<file path="src/rtl/vp_mac_pkg.sv">
`timescale 1ns/1ps
`default_nettype none
// ============================================================================
// Module  : vp_mac_pkg
// Purpose : Shared state encoding, precision limit and beat packing widths
//           for the vp_temporal_mac upstream feeder.
// Revision: 1.0 - initial release
// ============================================================================
package vp_mac_pkg;

  localparam int PREC_MAX    = 8;
  localparam int ACT_DW_DEF  = 8;
  localparam int WGT_DW_DEF  = 8;
  localparam int AXIS_DW_DEF = 32;

  // Zero pad above {act, wgt} in a joined data beat
  localparam int PACK_PAD_W  = AXIS_DW_DEF - ACT_DW_DEF - WGT_DW_DEF;

  typedef logic [2:0] state_t;

  localparam logic [2:0] ST_IDLE  = 3'd0;
  localparam logic [2:0] ST_PREC  = 3'd1;
  localparam logic [2:0] ST_SCALE = 3'd2;
  localparam logic [2:0] ST_DATA  = 3'd3;
  localparam logic [2:0] ST_DRAIN = 3'd4;

  function automatic logic [3:0] clamp_prec(input logic [3:0] prec);
    return (prec > 4'(PREC_MAX)) ? 4'(PREC_MAX) : prec;
  endfunction

endpackage
`default_nettype wire

</file>
<file path="src/rtl/vp_axis_join.sv">
`timescale 1ns/1ps
`default_nettype none
// ============================================================================
// Module  : vp_axis_join
// Purpose : Two-stream valid/ready join feeding a single-entry output
//           register that also accepts sequencer-supplied config beats.
// Revision: 1.0 - initial release
// ============================================================================
module vp_axis_join
  import vp_mac_pkg::*;
#(
  parameter int AXIS_DW = AXIS_DW_DEF,
  parameter int A_DW    = ACT_DW_DEF,
  parameter int B_DW    = WGT_DW_DEF,
  parameter int PAD_W   = PACK_PAD_W
) (
  input  logic               clk,
  input  logic               reset,
  input  logic               i_sel_data,
  input  logic               i_cfg_load,
  input  logic [AXIS_DW-1:0] i_cfg_data,
  input  logic               i_cfg_user,
  input  logic [7:0]         i_data_id,
  input  logic               i_data_last,
  input  logic [A_DW-1:0]    i_a_data,
  input  logic               i_a_valid,
  output logic               o_a_ready,
  input  logic [B_DW-1:0]    i_b_data,
  input  logic               i_b_valid,
  output logic               o_b_ready,
  output logic [AXIS_DW-1:0] o_m_data,
  output logic               o_m_user,
  output logic               o_m_last,
  output logic [7:0]         o_m_id,
  output logic               o_m_valid,
  input  logic               i_m_ready,
  output logic               o_cfg_fire,
  output logic               o_data_fire,
  output logic               o_m_fire
);

  logic               r_valid;
  logic [AXIS_DW-1:0] r_data;
  logic               r_user;
  logic               r_last;
  logic [7:0]         r_id;

  logic               w_free;
  logic               w_cfg_fire;
  logic               w_data_fire;
  logic [AXIS_DW-1:0] w_joined;

  // Register can take a new beat when empty or emptying on this edge
  assign w_free      = ~r_valid | i_m_ready;
  assign w_cfg_fire  = i_cfg_load & w_free;
  assign w_data_fire = i_sel_data & i_a_valid & i_b_valid & w_free;
  assign w_joined    = {{PAD_W{1'b0}}, i_a_data, i_b_data};

  // Each side is ready only when its partner is valid, so neither is taken alone
  assign o_a_ready   = i_sel_data & i_b_valid & w_free;
  assign o_b_ready   = i_sel_data & i_a_valid & w_free;

  always_ff @(posedge clk or posedge reset) begin
    if (reset) begin
      r_valid <= 1'b0;
      r_data  <= '0;
      r_user  <= 1'b0;
      r_last  <= 1'b0;
      r_id    <= '0;
    end else if (w_cfg_fire) begin
      r_valid <= 1'b1;
      r_data  <= i_cfg_data;
      r_user  <= i_cfg_user;
      r_last  <= 1'b0;
      r_id    <= '0;
    end else if (w_data_fire) begin
      r_valid <= 1'b1;
      r_data  <= w_joined;
      r_user  <= 1'b0;
      r_last  <= i_data_last;
      r_id    <= i_data_id;
    end else if (i_m_ready) begin
      r_valid <= 1'b0;
    end
  end

  assign o_m_data    = r_data;
  assign o_m_user    = r_user;
  assign o_m_last    = r_last;
  assign o_m_id      = r_id;
  assign o_m_valid   = r_valid;
  assign o_cfg_fire  = w_cfg_fire;
  assign o_data_fire = w_data_fire;
  assign o_m_fire    = r_valid & i_m_ready;

endmodule
`default_nettype wire

</file>
<file path="src/rtl/vp_mac_feeder.sv">
`timescale 1ns/1ps
`default_nettype none
// ============================================================================
// Module  : vp_mac_feeder
// Purpose : Sequences precision, scale and joined act/wgt beats for the
//           vp_temporal_mac slave port, one job per accepted start.
// Revision: 1.0 - initial release
// ============================================================================
module vp_mac_feeder
  import vp_mac_pkg::*;
#(
  parameter int AXIS_DW       = 32,
  parameter int ACTIVATION_DW = 8,
  parameter int WEIGHT_DW     = 8,
  parameter int LEN_W         = 16
) (
  input  logic                     clk,
  input  logic                     reset,
  input  logic                     start,
  input  logic [3:0]               cfg_precision,
  input  logic [AXIS_DW-1:0]       cfg_scale,
  input  logic [LEN_W-1:0]         cfg_len,
  output logic                     busy,
  output logic                     done,
  input  logic [ACTIVATION_DW-1:0] sa_axis_tdata,
  input  logic                     sa_axis_tvalid,
  output logic                     sa_axis_tready,
  input  logic [WEIGHT_DW-1:0]     sw_axis_tdata,
  input  logic                     sw_axis_tvalid,
  output logic                     sw_axis_tready,
  output logic [AXIS_DW-1:0]       mo_axis_tdata,
  output logic                     mo_axis_tuser,
  output logic                     mo_axis_tlast,
  output logic [7:0]               mo_axis_tid,
  output logic                     mo_axis_tvalid,
  input  logic                     mo_axis_tready
);

  state_t               r_state;
  logic [3:0]           r_prec;
  logic [AXIS_DW-1:0]   r_scale;
  logic [LEN_W-1:0]     r_len_m1;
  logic [LEN_W-1:0]     r_cnt;
  logic                 r_busy;
  logic                 r_done;

  logic                 w_cfg_load;
  logic                 w_cfg_user;
  logic [AXIS_DW-1:0]   w_cfg_data;
  logic                 w_sel_data;
  logic                 w_last;
  logic                 w_cfg_fire;
  logic                 w_data_fire;
  logic                 w_m_fire;

  assign w_cfg_load = (r_state == ST_PREC) | (r_state == ST_SCALE);
  assign w_cfg_user = (r_state == ST_PREC);
  assign w_cfg_data = (r_state == ST_PREC) ? {{(AXIS_DW-4){1'b0}}, r_prec} : r_scale;
  assign w_sel_data = (r_state == ST_DATA);
  assign w_last     = (r_cnt == r_len_m1);

  vp_axis_join #(
    .AXIS_DW (AXIS_DW),
    .A_DW    (ACTIVATION_DW),
    .B_DW    (WEIGHT_DW),
    .PAD_W   (AXIS_DW - ACTIVATION_DW - WEIGHT_DW)
  ) u_join (
    .clk         (clk),
    .reset       (reset),
    .i_sel_data  (w_sel_data),
    .i_cfg_load  (w_cfg_load),
    .i_cfg_data  (w_cfg_data),
    .i_cfg_user  (w_cfg_user),
    .i_data_id   (r_cnt[7:0]),
    .i_data_last (w_last),
    .i_a_data    (sa_axis_tdata),
    .i_a_valid   (sa_axis_tvalid),
    .o_a_ready   (sa_axis_tready),
    .i_b_data    (sw_axis_tdata),
    .i_b_valid   (sw_axis_tvalid),
    .o_b_ready   (sw_axis_tready),
    .o_m_data    (mo_axis_tdata),
    .o_m_user    (mo_axis_tuser),
    .o_m_last    (mo_axis_tlast),
    .o_m_id      (mo_axis_tid),
    .o_m_valid   (mo_axis_tvalid),
    .i_m_ready   (mo_axis_tready),
    .o_cfg_fire  (w_cfg_fire),
    .o_data_fire (w_data_fire),
    .o_m_fire    (w_m_fire)
  );

  always_ff @(posedge clk or posedge reset) begin
    if (reset) begin
      r_state  <= ST_IDLE;
      r_prec   <= '0;
      r_scale  <= '0;
      r_len_m1 <= '0;
      r_cnt    <= '0;
      r_busy   <= 1'b0;
      r_done   <= 1'b0;
    end else begin
      r_done <= 1'b0;
      case (r_state)
        ST_IDLE: begin
          if (start && (cfg_len != '0)) begin
            r_prec   <= clamp_prec(cfg_precision);
            r_scale  <= cfg_scale;
            r_len_m1 <= cfg_len - 1'b1;
            r_state  <= ST_PREC;
          end
        end
        ST_PREC: begin
          // Busy rises together with the precision beat becoming valid
          if (w_cfg_fire) begin
            r_busy  <= 1'b1;
            r_state <= ST_SCALE;
          end
        end
        ST_SCALE: begin
          if (w_cfg_fire) begin
            r_cnt   <= '0;
            r_state <= ST_DATA;
          end
        end
        ST_DATA: begin
          if (w_data_fire) begin
            r_cnt <= r_cnt + 1'b1;
            if (w_last) begin
              r_state <= ST_DRAIN;
            end
          end
        end
        ST_DRAIN: begin
          if (w_m_fire) begin
            r_done  <= 1'b1;
            r_busy  <= 1'b0;
            r_state <= ST_IDLE;
          end
        end
        default: r_state <= ST_IDLE;
      endcase
    end
  end

  assign busy = r_busy;
  assign done = r_done;

endmodule
`default_nettype wire

</file>
<file path="config.mk">
export PLATFORM = sky130hd
export DESIGN_NAME = vp_mac_feeder
export DESIGN_NICKNAME = d
export VERILOG_FILES = /design/src/rtl/vp_mac_pkg.sv /design/src/rtl/vp_axis_join.sv /design/src/rtl/vp_mac_feeder.sv
export SDC_FILE = /design/constraint.sdc
export NUM_CORES = 1
export LEC_CHECK = 0
export ABC_AREA = 1
export ABC_CLOCK_PERIOD_IN_PS = 7400
export CAP_MARGIN = 20
export CORE_ASPECT_RATIO = 1.5
export CORE_MARGIN = 5
export CORE_UTILIZATION = 40
export DETAILED_ROUTE_END_ITERATION = 12
export GPL_ROUTABILITY_DRIVEN = 0
export GPL_TIMING_DRIVEN = 0
export HOLD_SLACK_MARGIN = 0.05
export MAX_ROUTING_LAYER = met4
export PLACE_DENSITY = 0.65
export SYNTH_ARGS = -nofsm -noshare
export SYNTH_HDL_FRONTEND = slang
export SYNTH_SLANG_ARGS = --single-unit
</file>
<file path="constraint.sdc">
create_clock -name clk -period 7.4 [get_ports clk]
set_input_delay 1.11 -clock clk [delete_from_list [all_inputs] [get_ports clk]]
set_output_delay 1.11 -clock clk [all_outputs]
set_load 0.03 [all_outputs]
</file>
-- Yosys cells after proc, flatten, opt, wreduce, memory -nomap -nowiden
Cells that the tools add are included.
Widths: inputs -> output; s select.
- div/mod/pow operators: 0
- multiply operators: 0
- reduce and logical (&&, ||, !) cells: 11
- eq/ne operators: 11
- multiplexer cells: 28
- order comparisons: 1
- bitwise logic cells: 11
- $add $sub $neg: 2
- shift-type cells: 0
- operator list (kind ; number):
    $mux 32 ; 3
    $mux 16 ; 2
    $pmux 16 s2 ; 1
    $mux 3 ; 6
    $add 16x1->16 const B ; 1
    $eq 16x16->1 ; 1
    $mux 8 ; 2
    $reduce_bool 16->1 ; 1
    $sub 16x1->16 const B ; 1
    $pmux 3 s5 ; 1
    $mux 1 ; 11
    $and 1x1->1 ; 8
    $ne 2x2->1 const B ; 4
    $eq 3x2->1 const B ; 2
    $reduce_and 3->1 ; 2
    $reduce_and 6->1 ; 1
    $reduce_bool 2->1 ; 3
    $gt 4x4->1 const B ; 1
    $mux 4 ; 1
    $ne 2x1->1 const B ; 2
    $eq 3x1->1 const B ; 1
    $eq 3x3->1 const B ; 1
    $logic_not 3->1 ; 1
    $reduce_bool 3->1 ; 1
    5 further kinds ; 6
- memories kept: 0
- bits in writable memories: 0
- bits of input ports: 74
- logic and storage cells: 76
- bits in registers: 116
- latch bits: 0
- bits in read-only memories: 0
- output and inout port bits: 47

-- Logic depth before layout (Yosys ltp)
- depth in word-level cells: 6
- depth in mapped cells: 11
- gate-level depth less buffers: 11

-- Modules after synthesis
From an unflattened synthesis, not the netlist that was laid out.
- cell total of the unflattened synthesis: 830
- area total of the unflattened synthesis: 6047.0 µm²
- by module, submodules not included (module ; seq. area each (µm²) ; area an instance (µm²) ; cells an instance ; times used):
    vp_mac_feeder ; 1826.8 ; 3993.8 ; 577 ; 1
    vp_axis_join ; 1076.0 ; 2053.2 ; 253 ; 1

-- Worst setup path after synthesis
OpenSTA, ideal clock, no wires.
- path type: input port to output port
- start point: in mo_axis_tready
- end point: out sw_axis_tready
- required time: 6.290 ns
- stages: 5
- arrival: 2.018 ns
- path buffers: 1
- path slack: 4.272 ns
- cell sequence: inv_1 > nand2_1 > clkbuf_1 > nand2_1 > nor2_1
- longest elaborated chain between the ends: 2
- RTL lines (what ; RTL line ; RTL):
    start: declaration ; vp_mac_feeder.sv:36 ; input logic mo_axis_tready
    $or 1x1->1 ; vp_axis_join.sv:54 ; assign w_free = ~r_valid | i_m_ready;
    $and 1x1->1 ; vp_axis_join.sv:61 ; assign o_b_ready = i_sel_data & i_a_valid & w_free;
    end: declaration ; vp_mac_feeder.sv:30 ; output logic sw_axis_tready,
No other way between the ends.

-- Worst setup path after layout
Ends and elaborated chain as after synthesis.

==> qor.yml <==
path_class: "in -> out"
maxSlewViolCount: 0
final_core_util: 0.556
start_util: 0.406
fp.dieW_um: 107
yosys_warnings: 0
wirelength_um: 15000
cts.sinks: 116
fmax_ghz: 0.240
grt_pass1_wl_um: 24500
antenna_found_initial: 0
dieArea_sq_um: 16700
holdBufCountCts: 0
yosys.area.top_type: "dfrtp_1"
dr.pass1.iters: 5
final_common_cell: "nand2_1"
placed_cells: 1039
ios: 121
relSlewSlack: 0.571
fill_cells: 1328
worstMarginPinSlew_ns: 0.644
cts_max_level: 4
synth_top_area_frac: 0.511
rows: 53
grt_max_degree: 74
netlist_area_sq_um: 5680
clk_latency_ns: 0.41
cts_root_buf: "clkbuf_16"
syn_nets: 803
synthTopCellsByArea: "dfrtp_1, nand2_1, o21ai_0"
die_h_um: 156
slowest_stage: "clkdlybuf4s50_1"
avgSynthCellArea_sq_um: 7.82
clk_pin_slew_worst_paths_ns: 0.05
fin_cells: 1071
worst_setup_path_end_kind: "primary output"
ys_types: 26
avgViaCountPerCell: 4.71
cap_violations: 0
status: "finished, final reports clean"
p_leak_nw: 3.54
startpoint_type: "primary input"
ys_seq_elements: 116
detail-route-antenna-nets: 0
grt_pass1_vias: 5011
area_growth_pct: 37.1
rsz0062_at_grt: "false"
crit_family: "buffers and inverters"
num_vias: 5047
nets: 943
irDropWorstVdd_uv: 188
port_buffers: 120
cp_cell_sequence: "clkdlybuf4s50_1 > inv_1 > nand2_1 > clkbuf_1 > nand2_1 > nor2_1 > clkdlybuf4s50_1"
dp_hpwl_um: 11100
critPathBufInv: 4
finalCritPeriodShare: 0.564
clk_path_buf_depth: 2
diodes: 0
cts_tree: "done"
cts_resized: 0
setup_viol: 0
fin_crit_ns: 4.18
required_ns: 6.29
post_drt_wl_per_cell_um: 14.0
overflow: 0
finClkSkew_ns: 0.00825
min_path_type: "reg -> reg"
arrival_ns: 3.07
mostFrequentLayoutCells: "nand2_1, clkdlybuf4s50_1, dfrtp_1"
drive_gt1_frac: 0.0774
power_density_nw_per_um2: 412
timing.setup.tns_ns: 0
max_stage_delay_ns: 0.71
drc: 0
syn_inst: 726
cp_max_fo: 10
post_cts_buffers: 0
final_hold_viol_count: 0
initialDrtViolationCount: 285
track_usage: 0.192
ys_seq_area_frac: 0.511
fin_total_pwr_mw: 3.20
cts_made_buffers: 17
core_area_sq_um: 14000
## synthesized netlist by cell type, drive strengths merged
| cell | n |
|---|---|
| nand4 | 11 |
| o211ai | 4 |
| inv | 81 |
| nand2 | 251 |
| clkbuf | 11 |
| xor2 | 9 |
| buf | 11 |
| xnor2 | 6 |
| dfrtp | 116 |
| a21oi | 13 |
| nor2 | 63 |
| a31oi | 1 |
| nor3 | 10 |
| ha | 3 |
| o21ai | 95 |
| nand3 | 41 |
## metal layers
layer,part of all wire,vias to the layer above,GRT usage
met4,0.027,0,0.0847
li1,-,2595,-
met3,0.045,28,0.0331
met1,0.41,2288,0.218
met5,0,-,-
met2,0.52,136,0.331
## area by class of cell
| type | instances | area (sq um) | area share |
|---|---|---|---|
| repair buffers | 121 | 1230 | 0.158 |
| inverters | 81 | 312 | 0.0400 |
| clock inverters | 15 | 205 | 0.0264 |
| well taps | 192 | 240 | 0.0309 |
| clock buffers | 17 | 425 | 0.0547 |
| flip-flops and latches | 116 | 2900 | 0.373 |
| plain buffers | 22 | 128 | 0.0164 |
| multi-input cells | 507 | 2340 | 0.301 |
## where the power goes
part / internal [mW] / switching, mW / total (mW) / leakage, nW
Sequential: 0.874 / 0.134 / 1.01 / 1.49
Combinational: 0.484 / 0.839 / 1.32 / 1.75
Clock: 0.567 / 0.306 / 0.873 / 0.306
## registers in the layout, indices dropped and copies added (netlist names), 3 cells and up
register	cells
r_state	3
r_len_m1	16
u_join.o_m_data	32
r_prec	4
r_cnt	16
r_scale	32
u_join.o_m_id	8
## worst reg2reg max path, delay by kind of cell, from the launching register on
family | cells | cell delay (ns)
buf+inv | 2 | 0.72
flops | 1 | 0.41
simple gates | 4 | 0.59
compound gates | 2 | 0.26
## stage by stage
step           setup slack (ns)  hold slack, ns  instance area [sq um]
4_1_cts                    3.22           0.474                   7780
3_5_place_dp               3.23           0.462                   7150
2_1_floorplan              3.22           0.449                   5680
5_1_grt                    3.02           0.494                   7780
3_3_place_gp               1.49           0.455                   7120
6_report                   3.22           0.471                   7780
## logic make-up after synthesis
group                      synth area share
and+or+nand+nor                       0.276
DFF                                   0.511
AOI/OAI and AO/OA                     0.107
buffers and inverters                0.0765
xor gates and xnor gates             0.0231
adders and majority gates           0.00661
## path summary, 6_finish.rpt
path / slack (ns) / start / to / cells past startpoint
hold / removal: 0.47 / u_join.o_m_user / u_join.o_m_user / 2
setup / recovery: 3.22 / mo_axis_tready / sw_axis_tready / 7
setup reg to reg: 5.28 / u_join.o_m_valid / r_cnt[14] / 8
min in group asynchronous: 1.09 / reset / r_scale[30] / 2
hold reg to reg: 0.47 / u_join.o_m_user / u_join.o_m_user / 2
max in group asynchronous: 5.62 / reset / r_scale[16] / 3
Note: power is estimated with default switching activity, not from simulation.
